==> config.mk <==
export PLATFORM = sky130hd
export DESIGN_NAME = armleocpu_mem_1rw_ctrl
export DESIGN_NICKNAME = d
export VERILOG_FILES = /design/src/rtl/armleocpu_mem_1rw_ctrl_pkg.sv /design/src/rtl/armleocpu_mem_1rw_ctrl.sv
export SDC_FILE = /design/constraint.sdc
export NUM_CORES = 1
export LEC_CHECK = 0
export CELL_PAD_IN_SITES_DETAIL_PLACEMENT = 1
export CELL_PAD_IN_SITES_GLOBAL_PLACEMENT = 2
export CORE_ASPECT_RATIO = 0.75
export CORE_MARGIN = 10
export CORE_UTILIZATION = 10
export DETAILED_ROUTE_END_ITERATION = 16
export PLACE_DENSITY = 0.79
export SETUP_SLACK_MARGIN = 0.02
export SLEW_MARGIN = 20
export SYNTH_ARGS = -nofsm -noshare
export SYNTH_HDL_FRONTEND = slang
export SYNTH_SLANG_ARGS = --single-unit
==> constraint.sdc <==
create_clock -name clk -period 2.3 [get_ports clk]
set_clock_uncertainty 0.1 [all_clocks]
set_input_delay 0.345 -clock clk [delete_from_list [all_inputs] [get_ports clk]]
set_output_delay 0.345 -clock clk [all_outputs]
set_load 0.03 [all_outputs]
==> src/rtl/armleocpu_mem_1rw_ctrl_pkg.sv <==
// Shared types for the single-port SRAM request sequencer.
package armleocpu_mem_1rw_ctrl_pkg;

  typedef enum logic {
    CLEAR  = 1'b0,
    ACTIVE = 1'b1
  } ctrl_state_t;

endpackage

==> src/rtl/armleocpu_mem_1rw_ctrl.sv <==
// Request sequencer in front of armleocpu_mem_1rw: valid/ready requests in, cell strobes out,
// read responses served straight from the cell's held readdata; clears every entry after reset/flush.
//
// state  | meaning
// CLEAR  | sweeping INIT_VALUE into every entry, requests blocked
// ACTIVE | forwarding requests to the cell
module armleocpu_mem_1rw_ctrl
  import armleocpu_mem_1rw_ctrl_pkg::*;
#(
  parameter int               ELEMENTS_W     = 7,
  parameter int               WIDTH          = 32,
  parameter logic [WIDTH-1:0] INIT_VALUE     = {WIDTH{1'b0}},
  parameter bit               CLEAR_ON_RESET = 1'b1
) (
  input  logic                  clk,
  input  logic                  rst_n,
  input  logic                  flush,
  output logic                  busy,

  input  logic                  req_valid,
  output logic                  req_ready,
  input  logic                  req_write,
  input  logic [ELEMENTS_W-1:0] req_address,
  input  logic [WIDTH-1:0]      req_writedata,

  output logic                  rsp_valid,
  input  logic                  rsp_ready,
  output logic [WIDTH-1:0]      rsp_readdata,

  output logic [ELEMENTS_W-1:0] mem_address,
  output logic                  mem_read,
  output logic                  mem_write,
  output logic [WIDTH-1:0]      mem_writedata,
  input  logic [WIDTH-1:0]      mem_readdata
);

  localparam logic [ELEMENTS_W-1:0] CNT_MAX = '1;
  localparam ctrl_state_t RESET_STATE = CLEAR_ON_RESET ? CLEAR : ACTIVE;

  ctrl_state_t           r_state, w_state_nxt;
  logic [ELEMENTS_W-1:0] r_clear_cnt, w_clear_cnt_nxt;
  logic                  r_rsp_valid, w_rsp_valid_nxt;
  logic                  w_read_ok;
  logic                  w_fire;

  always_ff @(posedge clk or negedge rst_n) begin
    if (!rst_n) begin
      r_state     <= RESET_STATE;
      r_clear_cnt <= '0;
      r_rsp_valid <= 1'b0;
    end else begin
      r_state     <= w_state_nxt;
      r_clear_cnt <= w_clear_cnt_nxt;
      r_rsp_valid <= w_rsp_valid_nxt;
    end
  end

  always_comb begin
    w_state_nxt     = r_state;
    w_clear_cnt_nxt = r_clear_cnt;
    w_rsp_valid_nxt = r_rsp_valid;
    w_read_ok       = !r_rsp_valid || rsp_ready;
    w_fire          = 1'b0;
    req_ready       = 1'b0;
    mem_read        = 1'b0;
    mem_write       = 1'b0;
    mem_address     = req_address;
    mem_writedata   = req_writedata;

    case (r_state)
      CLEAR: begin
        mem_write       = 1'b1;
        mem_address     = r_clear_cnt;
        mem_writedata   = INIT_VALUE;
        w_rsp_valid_nxt = 1'b0;
        w_clear_cnt_nxt = r_clear_cnt + 1'b1;
        if (r_clear_cnt == CNT_MAX) begin
          w_state_nxt     = ACTIVE;
          w_clear_cnt_nxt = '0;
        end
      end
      default: begin
        // A stalled response blocks reads only: the cell must keep holding its readdata.
        req_ready = !flush && (req_write || w_read_ok);
        w_fire    = req_valid && req_ready;
        mem_write = w_fire && req_write;
        mem_read  = w_fire && !req_write;
        if (mem_read)
          w_rsp_valid_nxt = 1'b1;
        else if (rsp_ready)
          w_rsp_valid_nxt = 1'b0;
      end
    endcase

    if (flush) begin
      w_state_nxt     = CLEAR;
      w_clear_cnt_nxt = '0;
      w_rsp_valid_nxt = 1'b0;
    end
  end

  assign busy         = (r_state == CLEAR);
  assign rsp_valid    = r_rsp_valid;
  assign rsp_readdata = mem_readdata;

endmodule

==> results.json <==
{
  "status": "finished, final reports clean",
  "pwr-share-comb": 0.197,
  "slowest_stage": "clkdlybuf4s50_1",
  "fin_cells": 319,
  "maxCapViolCount": 0,
  "switchingPower_w": 0.000117,
  "drt-initial-drc-count": 28,
  "antenna_found_initial": 0,
  "drv_slew": 0,
  "track_usage": 0.0555,
  "finalHoldViolCount": 0,
  "clk_latency_ns": 0.24,
  "worst_ep_required_time_ns": 1.86,
  "synth_nets": 207,
  "synth_cell_types": 30,
  "tritoncts": "yes",
  "synth_edf_count": 0,
  "dp_hpwl_um": 3960,
  "arrival_ns": 1.74,
  "place_area_um2": 1790,
  "fmax_mhz": 457,
  "ant_nets": 0,
  "grt_pass1_wl_um": 6520,
  "cp-end-kind": "output pin",
  "dp_cells": 315,
  "hp-class": "in2async",
  "vias": 1063,
  "clockRootBuffer": "clkbuf_16",
  "relSlewSlack": 0.713,
  "io_pins": 153,
  "r2r.worst_path.cells": 4,
  "wl_per_cell_um": 14.2,
  "design_area_um2": 1870,
  "synth_top_cell_area_share": 0.234,
  "final_nets": 266,
  "switching_share": 0.197,
  "via_per_inst": 3.33,
  "crit_fanout": 16,
  "portBuffers": 88,
  "syn2layout_area_growth_pct": 82.4,
  "synth_largest_area_cell": "buf_4",
  "n_antenna_cell": 0,
  "synth_common_cells": "and2_1 (32), buf_4 (32), dfrtp_1 (9), mux2_1 (6), nor2_1 (6)",
  "num_rows": 31,
  "die_y_um": 108,
  "period_minus_slack_ns": 2.19,
  "clkTransAtPathRegs_ns": 0.04,
  "power.leakage_nw": 0.785,
  "syn_area_per_cell_um2": 7.94,
  "ys.warnings.count": 0,
  "seq_power_share": 0.289,
  "synth_area_leaders": "buf_4 (23%), dfrtp_1 (22%), and2_1 (20%), mux2_1 (6.6%), buf_2 (2.4%)",
  "synth_ff_type": "dfrtp_1",
  "initial_utilization": 0.104,
  "max_stage_delay_ns": 0.69,
  "grt_max_degree": 21,
  "path_depth": 3,
  "tightest_slew_ns": 0.419,
  "ys_ff_latch": 9,
  "yosysSeqAreaShare": 0.220,
  "path_buf_inv": 2,
  "rsz0062_at_grt": "false",
  "htree_num_levels": 1,
  "dr.pass1.iters": 4,
  "grt_overflow_total": 0,
  "path_delay_family": "buffers and inverters",
  "finalWirelength_um": 4520,
  "drc": 0,
  "clock-sinks": 9,
  "synth_cells": 129,
  "setup_tns_ns": 0,
  "setup_viol": 0,
  "die_w_um": 137,
  "period_share": 0.952,
  "async_flop_share": 1.00,
  "worstSetupPathType": "reg2out",
  "clockPowerShare": 0.515,
  "cts-buffers-inserted": 3,
  "die_area_um2": 14700,
  "hold_ws_ns": 0.311,
  "post_cts_buffers": 0,
  "grt_pass1_vias": 1115,
  "clockBufferDepth": 2,
  "core_um2": 9810,
  "syn_area_um2": 1020,
  "layout-drive-gt1-share": 0.251,
  "start_kind": "register",
  "routabilityCongestion": 0.790,
  "vdd_drop_max_mv": 0.224,
  "crit_path_cell_trace": "buf_4 -> o21ai_1 -> clkdlybuf4s50_1",
  "powerDensity_nw_per_um2": 318,
  "p_int_w": 0.000478
}
==> cells in the final DEF (no fill, tap or decap) <==
master	synthesis	layout
clkdlybuf4s50_1	0	51
buf_4	32	37
and2_1	32	32
dfrtp_1	9	8
mux2_1	6	6
nor2_1	6	6
nand2_1	5	5
o21ai_1	4	4
nand2b_1	4	4
buf_12	0	4
a21oi_1	3	3
clkbuf_16	0	3
nand3_1	2	2
nor2b_1	2	2
or3_1	2	2
inv_1	1	1
inv_2	1	1
nor3b_1	1	1
nand3_2	1	1
o21ai_0	1	1
xnor2_1	1	1
mux2i_1	1	1
nor4bb_1	1	1
a2111oi_0	1	1
a211oi_1	1	1
nand4b_1	1	1
xor2_1	1	1
o211ai_1	1	1
a31oi_1	1	1
nand3b_1	1	1
ha_1	1	1
clkbuf_1	1	1
dfrtp_2	0	1
==> power by group through the flow <==
stage | sequential (W) | clock [W] | combinational [W]
finish | 0.000172 | 0.000306 | 0.000117
global route | 0.000173 | 0.000325 | 0.000127
CTS | 0.000173 | 0.000316 | 0.000119
detailed placement | 0.000174 | 0 | 0.000118
global placement | 0.000174 | 0 | 0.000115
floorplan | 0.000171 | 0 | 0.000131
==> path summary, 6_finish.rpt <==
path                                  end            from  slack (ns)
max in group asynchronous         r_state           rst_n        1.48
min                             rsp_valid           rst_n        0.31
min reg2reg                r_clear_cnt[4]  r_clear_cnt[4]        0.49
min in group clk           r_clear_cnt[4]  r_clear_cnt[4]        0.49
max reg2reg                r_clear_cnt[5]  r_clear_cnt[0]        0.60
max                             mem_write         r_state        0.11
==> flip-flops by register name (all words and copies together), names as in the netlist <==
register and cells:
r_state 1, r_clear_cnt 7, rsp_valid 1
==> metal layers <==
metal	wire [um]	vias to the layer above	track usage
met5	0	-	0
met4	53	0	0.0188
met3	420	4	0.0182
met2	2060	56	0.0896
met1	1990	504	0.0678
li1	-	499	-
==> metrics by stage <==
| step | worst slack [ns] | power, W | utilization |
|---|---|---|---|
| floorplan | 0.411 | 0.000302 | - |
| global placement | 0.157 | 0.000289 | 0.182 |
| detailed placement | 0.136 | 0.000292 | 0.182 |
| CTS | 0.0771 | 0.000608 | 0.190 |
| global route | 0.0442 | 0.000625 | 0.190 |
| finish | 0.111 | 0.000595 | 0.190 |
==> area by class of cell <==
class | instances | area [um^2]
sequential | 9 | 226
fill | 1148 | 7940
inverter | 2 | 7.51
timing repair buffer | 92 | 868
tap | 132 | 165
multi-input combinational | 80 | 523
clock buffer | 4 | 78.8
==> logic make-up after synthesis <==
| kind of cell | synth area share |
|---|---|
| compound gates | 0.0684 |
| xor+xnor | 0.0171 |
| fa+ha+maj | 0.0122 |
| buf+inv | 0.270 |
| flops | 0.220 |
| mux | 0.0757 |
| simple gates | 0.337 |
==> repair_timing <==
action / in CTS / in global routing
gates resized for setup: 1 / 0
hold buffers: 0 / 0
setup endpoints to repair: 6 / 0
Note: power is estimated with default switching activity, not from simulation.
